### src/rtl/sc_lifecounter_ctrl_pkg.sv
// Shared definitions for the Frogger lives sequencer: state encoding and
// parameter defaults, including the short hold-off used in simulation.
package sc_lifecounter_ctrl_pkg;

  localparam int unsigned DEF_MAX_LIVES      = 3;
  localparam int unsigned DEF_RESPAWN_CYCLES = 50_000_000;
  localparam int unsigned SIM_RESPAWN_CYCLES = 4;

  typedef enum logic [2:0] {
    ST_IDLE     = 3'd0,
    ST_CLEAR    = 3'd1,
    ST_PLAY     = 3'd2,
    ST_HIT      = 3'd3,
    ST_EVAL     = 3'd4,
    ST_RESPAWN  = 3'd5,
    ST_GAMEOVER = 3'd6
  } state_t;

endpackage

### src/rtl/sc_lifecounter_ctrl_edge.sv
// Falling-edge detector: history bit resets to 1 so a level already low
// at reset release does not produce a pulse.
module sc_edge_falling (
  input  logic clk,
  input  logic rst_n,
  input  logic din,
  output logic fall
);

  logic hist;

  always_ff @(posedge clk or negedge rst_n) begin
    if (!rst_n) hist <= 1'b1;
    else        hist <= din;
  end

  assign fall = hist & ~din;

endmodule

### src/rtl/sc_lifecounter_ctrl.sv
// Game-level sequencer driving the lives counter strobes, respawn hold-off
// and game-over. Optional freeze input enabled by SC_LIFECTRL_PAUSE_EN.
module sc_lifecounter_ctrl
  import sc_lifecounter_ctrl_pkg::*;
#(
  parameter int unsigned DATAWIDTH      = 8,
  parameter int unsigned MAX_LIVES      = DEF_MAX_LIVES,
  parameter int unsigned RESPAWN_CYCLES = DEF_RESPAWN_CYCLES,
  parameter int unsigned TIMER_WIDTH    = 26
) (
  input  logic                 SC_LIFECTRL_CLOCK_50,
  input  logic                 SC_LIFECTRL_RESET_InLow,
  input  logic                 SC_LIFECTRL_start_InLow,
  input  logic                 SC_LIFECTRL_collision_InLow,
`ifdef SC_LIFECTRL_PAUSE_EN
  input  logic                 SC_LIFECTRL_pause_InLow,
`endif
  input  logic [DATAWIDTH-1:0] SC_LIFECTRL_count_InBUS,
  output logic                 SC_LIFECTRL_upcount_OutLow,
  output logic                 SC_LIFECTRL_clear_OutLow,
  output logic                 SC_LIFECTRL_respawn_OutLow,
  output logic                 SC_LIFECTRL_playing_OutHigh,
  output logic                 SC_LIFECTRL_gameover_OutHigh,
  output logic [DATAWIDTH-1:0] SC_LIFECTRL_lives_OutBUS
);

  localparam logic [DATAWIDTH-1:0]   MAX_L      = DATAWIDTH'(MAX_LIVES);
  localparam logic [TIMER_WIDTH-1:0] TIMER_LOAD = TIMER_WIDTH'(RESPAWN_CYCLES - 1);

  state_t                 state, state_next;
  logic [TIMER_WIDTH-1:0] timer, timer_next;
  logic                   coll_fall;
  logic                   paused;
  logic                   spent;

`ifdef SC_LIFECTRL_PAUSE_EN
  assign paused = ~SC_LIFECTRL_pause_InLow;
`else
  assign paused = 1'b0;
`endif

  // History keeps tracking in every state, so a collision held low across
  // RESPAWN cannot re-trigger on return to PLAY.
  sc_edge_falling u_coll_edge (
    .clk   (SC_LIFECTRL_CLOCK_50),
    .rst_n (SC_LIFECTRL_RESET_InLow),
    .din   (SC_LIFECTRL_collision_InLow),
    .fall  (coll_fall)
  );

  assign spent = (SC_LIFECTRL_count_InBUS >= MAX_L);

  always_ff @(posedge SC_LIFECTRL_CLOCK_50 or negedge SC_LIFECTRL_RESET_InLow) begin
    if (!SC_LIFECTRL_RESET_InLow) begin
      state <= ST_IDLE;
      timer <= '0;
    end else begin
      state <= state_next;
      timer <= timer_next;
    end
  end

  always_comb begin
    state_next = state;
    timer_next = timer;
    case (state)
      ST_IDLE:     if (!SC_LIFECTRL_start_InLow) state_next = ST_CLEAR;
      ST_CLEAR:    state_next = ST_PLAY;
      ST_PLAY:     if (!paused && coll_fall) state_next = ST_HIT;
      ST_HIT:      state_next = ST_EVAL;
      ST_EVAL: begin
        if (spent) begin
          state_next = ST_GAMEOVER;
        end else begin
          timer_next = TIMER_LOAD;
          state_next = ST_RESPAWN;
        end
      end
      ST_RESPAWN: begin
        if (!paused) begin
          if (timer == '0) state_next = ST_PLAY;
          else             timer_next = timer - 1'b1;
        end
      end
      ST_GAMEOVER: if (!SC_LIFECTRL_start_InLow) state_next = ST_CLEAR;
      default:     state_next = ST_IDLE;
    endcase
  end

  assign SC_LIFECTRL_upcount_OutLow   = (state != ST_HIT);
  assign SC_LIFECTRL_clear_OutLow     = (state != ST_CLEAR);
  assign SC_LIFECTRL_respawn_OutLow   = (state != ST_RESPAWN);
  assign SC_LIFECTRL_playing_OutHigh  = (state == ST_PLAY) && !paused;
  assign SC_LIFECTRL_gameover_OutHigh = (state == ST_GAMEOVER);
  assign SC_LIFECTRL_lives_OutBUS     = spent ? '0 : (MAX_L - SC_LIFECTRL_count_InBUS);

endmodule

### config.mk
export PLATFORM = sky130hd
export DESIGN_NAME = sc_lifecounter_ctrl
export DESIGN_NICKNAME = d
export VERILOG_FILES = /design/src/rtl/sc_lifecounter_ctrl_pkg.sv /design/src/rtl/sc_lifecounter_ctrl_edge.sv /design/src/rtl/sc_lifecounter_ctrl.sv
export SDC_FILE = /design/constraint.sdc
export NUM_CORES = 1
export LEC_CHECK = 0
export BUFFER_PORTS_ARGS = -buffer_cell sky130_fd_sc_hd__buf_2
export CORE_MARGIN = 3
export CORE_UTILIZATION = 56
export DETAILED_ROUTE_END_ITERATION = 7
export PLACE_DENSITY = 0.88
export SETUP_SLACK_MARGIN = 0.3
export SYNTH_ARGS = -nofsm -noshare
export SYNTH_HDL_FRONTEND = slang
export SYNTH_SLANG_ARGS = --single-unit
### constraint.sdc
create_clock -name SC_LIFECTRL_CLOCK_50 -period 2.6 [get_ports SC_LIFECTRL_CLOCK_50]
set_input_delay 0.78 -clock SC_LIFECTRL_CLOCK_50 [delete_from_list [all_inputs] [get_ports SC_LIFECTRL_CLOCK_50]]
set_output_delay 0.78 -clock SC_LIFECTRL_CLOCK_50 [all_outputs]
set_load 0.05 [all_outputs]
==> impl_metrics.py, run 1 <==
metrics = {
    "place": {
        "port_buffers": 22,
        "gp_congestion": 0.819,
        "hpwl_mm": 3.30,
        "post-place-ws_ps": -37.3,
    },
    "cells_and_area": {
        "syn2layout_area_growth_pct": 48.4,
        "final_nets": 269,
        "layout_commonest_cell": "buf_4",
        "final_cell_mix": "buf_4, dfrtp_1, nor3_1, buf_6, buf_2",
        "diodes": 0,
        "layout-drive-gt1-share": 0.471,
    },
    "clock_tree": {
        "cts_buffers": 5,
        "ctsHoldBuffers": 0,
        "clk_transition_reported_paths_ps": 110,
        "cts_sinks": 30,
        "clk_path_buf_depth": 2,
        "htree_levels": 2,
        "cts_tree": "yes",
        "cts.root.buffer_cell": "clkbuf_4",
        "insertion_delay_ps": 350,
    },
    "pwr": {
        "seq_power_share": 0.584,
        "p_leak_uw": 0.00103,
        "p_comb_frac": 0.068,
        "power.switching_uw": 212,
        "peakVddDrop_uv": 317,
        "power_frac_clock": 0.348,
        "p_int_uw": 589,
        "p_sw_frac": 0.265,
        "powerDensity_nw_per_um2": 304,
    },
    "worst_setup_path": {
        "rrSetupSlack_ps": 80,
        "reg2reg_depth": 5,
        "r2r-end": "timer[13]",
        "end_kind": "primary output",
        "crit_fanout": 6,
        "cp.arrival_ps": 1760,
        "start_kind": "input pin",
        "required_ps": 1820,
        "critical_path_class": "input pin to primary output",
        "reg2reg_from": "timer[5]",
    },
    "floorplanning": {
        "initial_core_util": 0.617,
        "die_area_um2": 3880,
        "core_area_um2": 2880,
        "io-pin-count": 25,
        "die_height_um": 62.3,
        "num_rows": 19,
        "die_w_um": 62.3,
    },
    "timing": {
        "setup_slack_ps": 57.9,
        "setup_tns_ps": 0,
        "timing.fmax_mhz": 393,
        "setup_viol": 0,
        "finClkSkew_ps": 14.4,
        "worst_pin_slew_ps": 683,
        "fin_crit_sh": 0.978,
        "finalHoldViolCount": 0,
        "finalCriticalPeriod_ps": 2540,
        "slew_violations": 0,
        "rsz0062_at_grt": "true",
        "relSlewSlack": 0.545,
    },
    "synthesis": {
        "ys.flop_type": "dfrtp_1",
        "seq_area_frac_synth": 0.424,
        "ys_ff_latch": 30,
        "syn_area_um2": 1780,
        "synthDistinctLibCells": 46,
        "ys_warn_count": 0,
        "synthArstFlopShare": 1.00,
        "synth_edf_count": 0,
        "syn_inst": 196,
        "avgSynthCellArea_um2": 9.06,
    },
    "global_route": {
        "grt_use_total": 0.305,
        "antenna_found_initial": 0,
        "grt_pass1_vias": 1934,
        "grt_pass1_wl_mm": 9.41,
        "globalRouteOverflowTotal": 0,
        "grt_max_degree": 31,
    },
    "detailed_routing": {
        "routedWlPerCell_um": 25.2,
        "drt_wl_total_mm": 7.49,
        "drtIter0Drc": 286,
        "drc_errors": 0,
        "via_per_inst": 7.38,
        "vias": 2193,
        "dr.pass1.iters": 5,
        "ant_nets": 0,
    },
    "worst_hold_path": {
        "hold_class": "input pin to async pin",
    },
    "run": {
        "max_cap_viol_count": 0,
    },
    "run_status": {
        "status": "complete, no violations",
    },
}
==> state kept, by name, summed over array words and instances (netlist names) <==
signal and cells:
u_coll_edge.hist 1, timer 26, state 3
==> how the worst max path moves through the flow <==
| stage | from | to | slack [ps] | cells past startpoint |
|---|---|---|---|---|
| after global placement | SC_LIFECTRL_count_InBUS[2] | SC_LIFECTRL_lives_OutBUS[0] | 20 | 7 |
| after global routing | SC_LIFECTRL_count_InBUS[6] | SC_LIFECTRL_lives_OutBUS[2] | -10 | 5 |
| final | SC_LIFECTRL_count_InBUS[6] | SC_LIFECTRL_lives_OutBUS[2] | 60 | 5 |
| after detailed placement | SC_LIFECTRL_count_InBUS[2] | SC_LIFECTRL_lives_OutBUS[0] | -40 | 7 |
| after floorplan | state[1] | SC_LIFECTRL_gameover_OutHigh | 60 | 3 |
| after CTS | SC_LIFECTRL_count_InBUS[6] | SC_LIFECTRL_lives_OutBUS[2] | 100 | 5 |
==> cells in the mapped netlist, types with 2 or more instances <==
library cell	count	share of area
a21oi_1	3	0.0085
or4_4	2	0.013
or3b_1	3	0.015
and3_1	2	0.0070
nor4_1	11	0.039
dfrtp_1	29	0.41
o31a_1	2	0.0099
clkbuf_1	4	0.0085
mux2i_1	9	0.051
o31ai_1	2	0.0085
or4_1	8	0.034
nand4_1	3	0.011
and2_1	2	0.0070
buf_4	2	0.0085
nand3b_1	2	0.0085
a31oi_1	2	0.0070
buf_2	4	0.011
or3_1	9	0.032
nand3_1	10	0.028
o211ai_1	2	0.0085
ha_1	2	0.014
inv_1	8	0.017
nand2_1	11	0.023
o21ai_0	8	0.023
nor3_1	15	0.042
a211oi_1	3	0.013
nand2b_1	3	0.011
nor2_1	16	0.034
or2_2	2	0.0070
==> logic make-up (layout without fill, tap and decap cells) <==
logic type | Yosys count | in the layout | synth area share
muxes | 9 | 9 | 0.0507
other | 1 | 2 | 0.00211
buffers and inverters | 19 | 77 | 0.0514
AOI/OAI and AO/OA | 32 | 32 | 0.124
and+or+nand+nor | 102 | 102 | 0.329
DFF | 30 | 30 | 0.424
adders and majority gates | 2 | 2 | 0.0141
xor gates and xnor gates | 1 | 1 | 0.00493
==> critical path, stage by stage <==
cell and delay [ps]:
buf_6 100, nor4_4 390, nand2_4 190, nor2_4 150, buf_8 160
==> power groups by stage <==
stage          Clock, uW  Combinational (uW)  Sequential, uW
3_5_place_dp           0                46.3             477
3_3_place_gp           0                43.1             477
4_1_cts              262                52.5             468
5_1_grt              301                57.8             468
6_report             279                54.6             468
2_1_floorplan          0                21.2             477
==> area by class of cell <==
| cell class | instances | area, um2 |
|---|---|---|
| Timing Repair Buffer | 62 | 517 |
| Inverter | 8 | 36.3 |
| Sequential cell | 30 | 756 |
| Clock buffer | 7 | 45.0 |
| Multi-Input combinational cell | 148 | 1230 |
| Tap cell | 42 | 52.6 |
| Fill cell | 93 | 241 |
==> repair_timing <==
item | CTS | global route
setup endpoints to repair | 33 | 36
gates resized for setup | 26 | 46
pin swaps | 5 | 18
buffers inserted | 15 | 10
cloned | 0 | 1
==> stage by stage <==
stage	hold WS (ps)	instance area, um2	cells	utilization	total power, uW
after floorplan	446	1910	197	-	498
after global placement	464	2100	264	0.730	520
after detailed placement	481	2100	264	0.730	523
after CTS	479	2350	286	0.819	783
after global routing	487	2640	297	0.916	827
final	461	2640	297	0.916	801
==> metal layers <==
metal	GRT usage	part of all wire	vias up
li1	-	-	850
met1	0.342	0.33	1030
met2	0.542	0.48	229
met3	0.0721	0.10	84
met4	0.152	0.090	0
met5	0	0	-
Note: power is estimated with default switching activity, not from simulation.
==> run 2: changes to the inputs <==
Settings changed: CORE_MARGIN 3 to 1, CORE_UTILIZATION 56 to 45, MAX_ROUTING_LAYER from default to met4, PLACE_DENSITY 0.88 to 0.75.
==> impl_metrics.py, run 2 (same netlist as run 1, synthesis figures left out) <==
metrics = {
    "floorplanning": {
        "initial_core_util": 0.478,
        "io-pin-count": 25,
        "die_height_um": 64.8,
        "die_w_um": 64.8,
        "die_area_um2": 4200,
        "core_area_um2": 3720,
        "num_rows": 22,
    },
    "worst_setup_path": {
        "start_kind": "input pin",
        "cp.arrival_ps": 1730,
        "end_kind": "primary output",
        "cp_num_buf_inv": 3,
        "required_ps": 1820,
        "slowest_stage": "a21boi_4",
        "cp_slowest_stage_delay_ps": 200,
        "crit_chain": "buf_2, inv_4, ha_4, a21boi_4, nand2_4, nor2_4, buf_8",
        "critical-path-top-delay-family": "buffers and inverters",
        "critical_path_class": "input pin to primary output",
        "crit_fanout": 6,
    },
    "timing": {
        "setup_tns_ps": 0,
        "fin_crit_sh": 0.967,
        "relSlewSlack": 0.563,
        "setup_viol": 0,
        "finalCriticalPeriod_ps": 2510,
        "rsz0062_at_grt": "true",
        "slew_violations": 0,
        "timing.fmax_mhz": 398,
        "finalHoldViolCount": 0,
        "finClkSkew_ps": 8.19,
        "worst_pin_slew_ps": 656,
    },
    "cells_and_area": {
        "multi_input_area_um2": 1160,
        "top_register": "timer",
        "reg_top3": "timer x26, state x3, u_coll_edge.hist x1",
        "seqCellArea_um2": 752,
        "diodes": 0,
        "final_nets": 269,
        "layout_commonest_cell": "buf_4",
        "fillCellCount": 300,
        "largest_reg_flops": 26,
        "final_cell_mix": "buf_4, dfrtp_1, nor3_1, buf_2",
        "layout-drive-gt1-share": 0.418,
        "syn2layout_area_growth_pct": 49.0,
    },
    "pwr": {
        "p_leak_uw": 0.00105,
        "p_total_uw": 981,
        "powerDensity_nw_per_um2": 371,
        "peakVddDrop_uv": 463,
    },
    "worst_hold_path": {
        "hold_class": "flop to flop",
    },
    "detailed_routing": {
        "dr.pass1.iters": 4,
        "drc_errors": 0,
        "routedWlPerCell_um": 14.8,
        "via_per_inst": 5.75,
        "vias": 1748,
        "drt_wl_total_mm": 4.51,
        "ant_nets": 0,
        "drtIter0Drc": 84,
    },
    "run": {
        "max_cap_viol_count": 0,
    },
    "clock_tree": {
        "insertion_delay_ps": 290,
        "cts_sinks": 30,
        "htree_levels": 2,
        "clk_transition_reported_paths_ps": 60,
        "clk_path_buf_depth": 2,
        "cts.root.buffer_cell": "clkbuf_8",
        "cts_buffers": 5,
        "cts_tree": "yes",
        "ctsHoldBuffers": 0,
    },
    "global_route": {
        "grt_use_total": 0.236,
        "antenna_found_initial": 0,
        "grt_pass1_vias": 1664,
        "grt_max_degree": 31,
        "grt_pass1_wl_mm": 7.27,
        "globalRouteOverflowTotal": 0,
    },
    "place": {
        "gp_congestion": 0.765,
        "hpwl_mm": 2.84,
        "port_buffers": 22,
    },
    "run_status": {
        "status": "complete, no violations",
    },
}
-- run 2: path summary, 6_finish.rpt --
path | depth (start not counted) | slack, ps | from | to
worst max-delay path | 7 | 90 | SC_LIFECTRL_count_InBUS[2] | SC_LIFECTRL_lives_OutBUS[0]
worst min-delay path | 1 | 490 | timer[10] | timer[10]
worst max register to register | 6 | 130 | timer[14] | timer[19]
worst min register to register | 1 | 490 | timer[10] | timer[10]
max in group asynchronous | 1 | 1650 | SC_LIFECTRL_RESET_InLow | timer[5]
min in group asynchronous | 1 | 510 | SC_LIFECTRL_RESET_InLow | timer[14]
-- run 2: per-layer routing --
layer	GRT usage	share of wire	vias up	wire [um]
li1	-	-	857	-
met1	0.284	0.44	855	1980
met2	0.382	0.51	30	2300
met3	0.0687	0.039	6	174
met4	0.0694	0.012	0	55
met5	-	0	-	0
-- run 2: through the flow --
stage	instance area, um2	hold WS, ps	cells	utilization	worst slack, ps
after floorplan	1910	446	197	-	62.5
after global placement	2180	470	278	0.587	15.0
after detailed placement	2180	489	278	0.587	-7.45
after CTS	2460	494	298	0.661	87.5
after global routing	2650	512	304	0.712	26.9
final	2650	490	304	0.712	86.2
-- run 2: area by class of cell --
cell class,count,area share
clock buffers,7,0.0289
clock inverters,1,0.0114
inverters,8,0.0123
multi-input cells,148,0.439
flip-flops and latches,30,0.284
well taps,48,0.0227
repair buffers,62,0.201
-- run 2: timing repair --
action	in CTS	in global routing
resized for setup	23	26
endpoints found under the setup margin	18	29
pin swaps	8	19
gates cloned	0	1
setup buffers	12	5
-- run 2: power by group --
group,internal [uW],switching (uW),total (uW)
Combinational,19.5,31.8,51.4
Clock,286,175,462
Sequential,468,0.226,468
Total,774,207,981
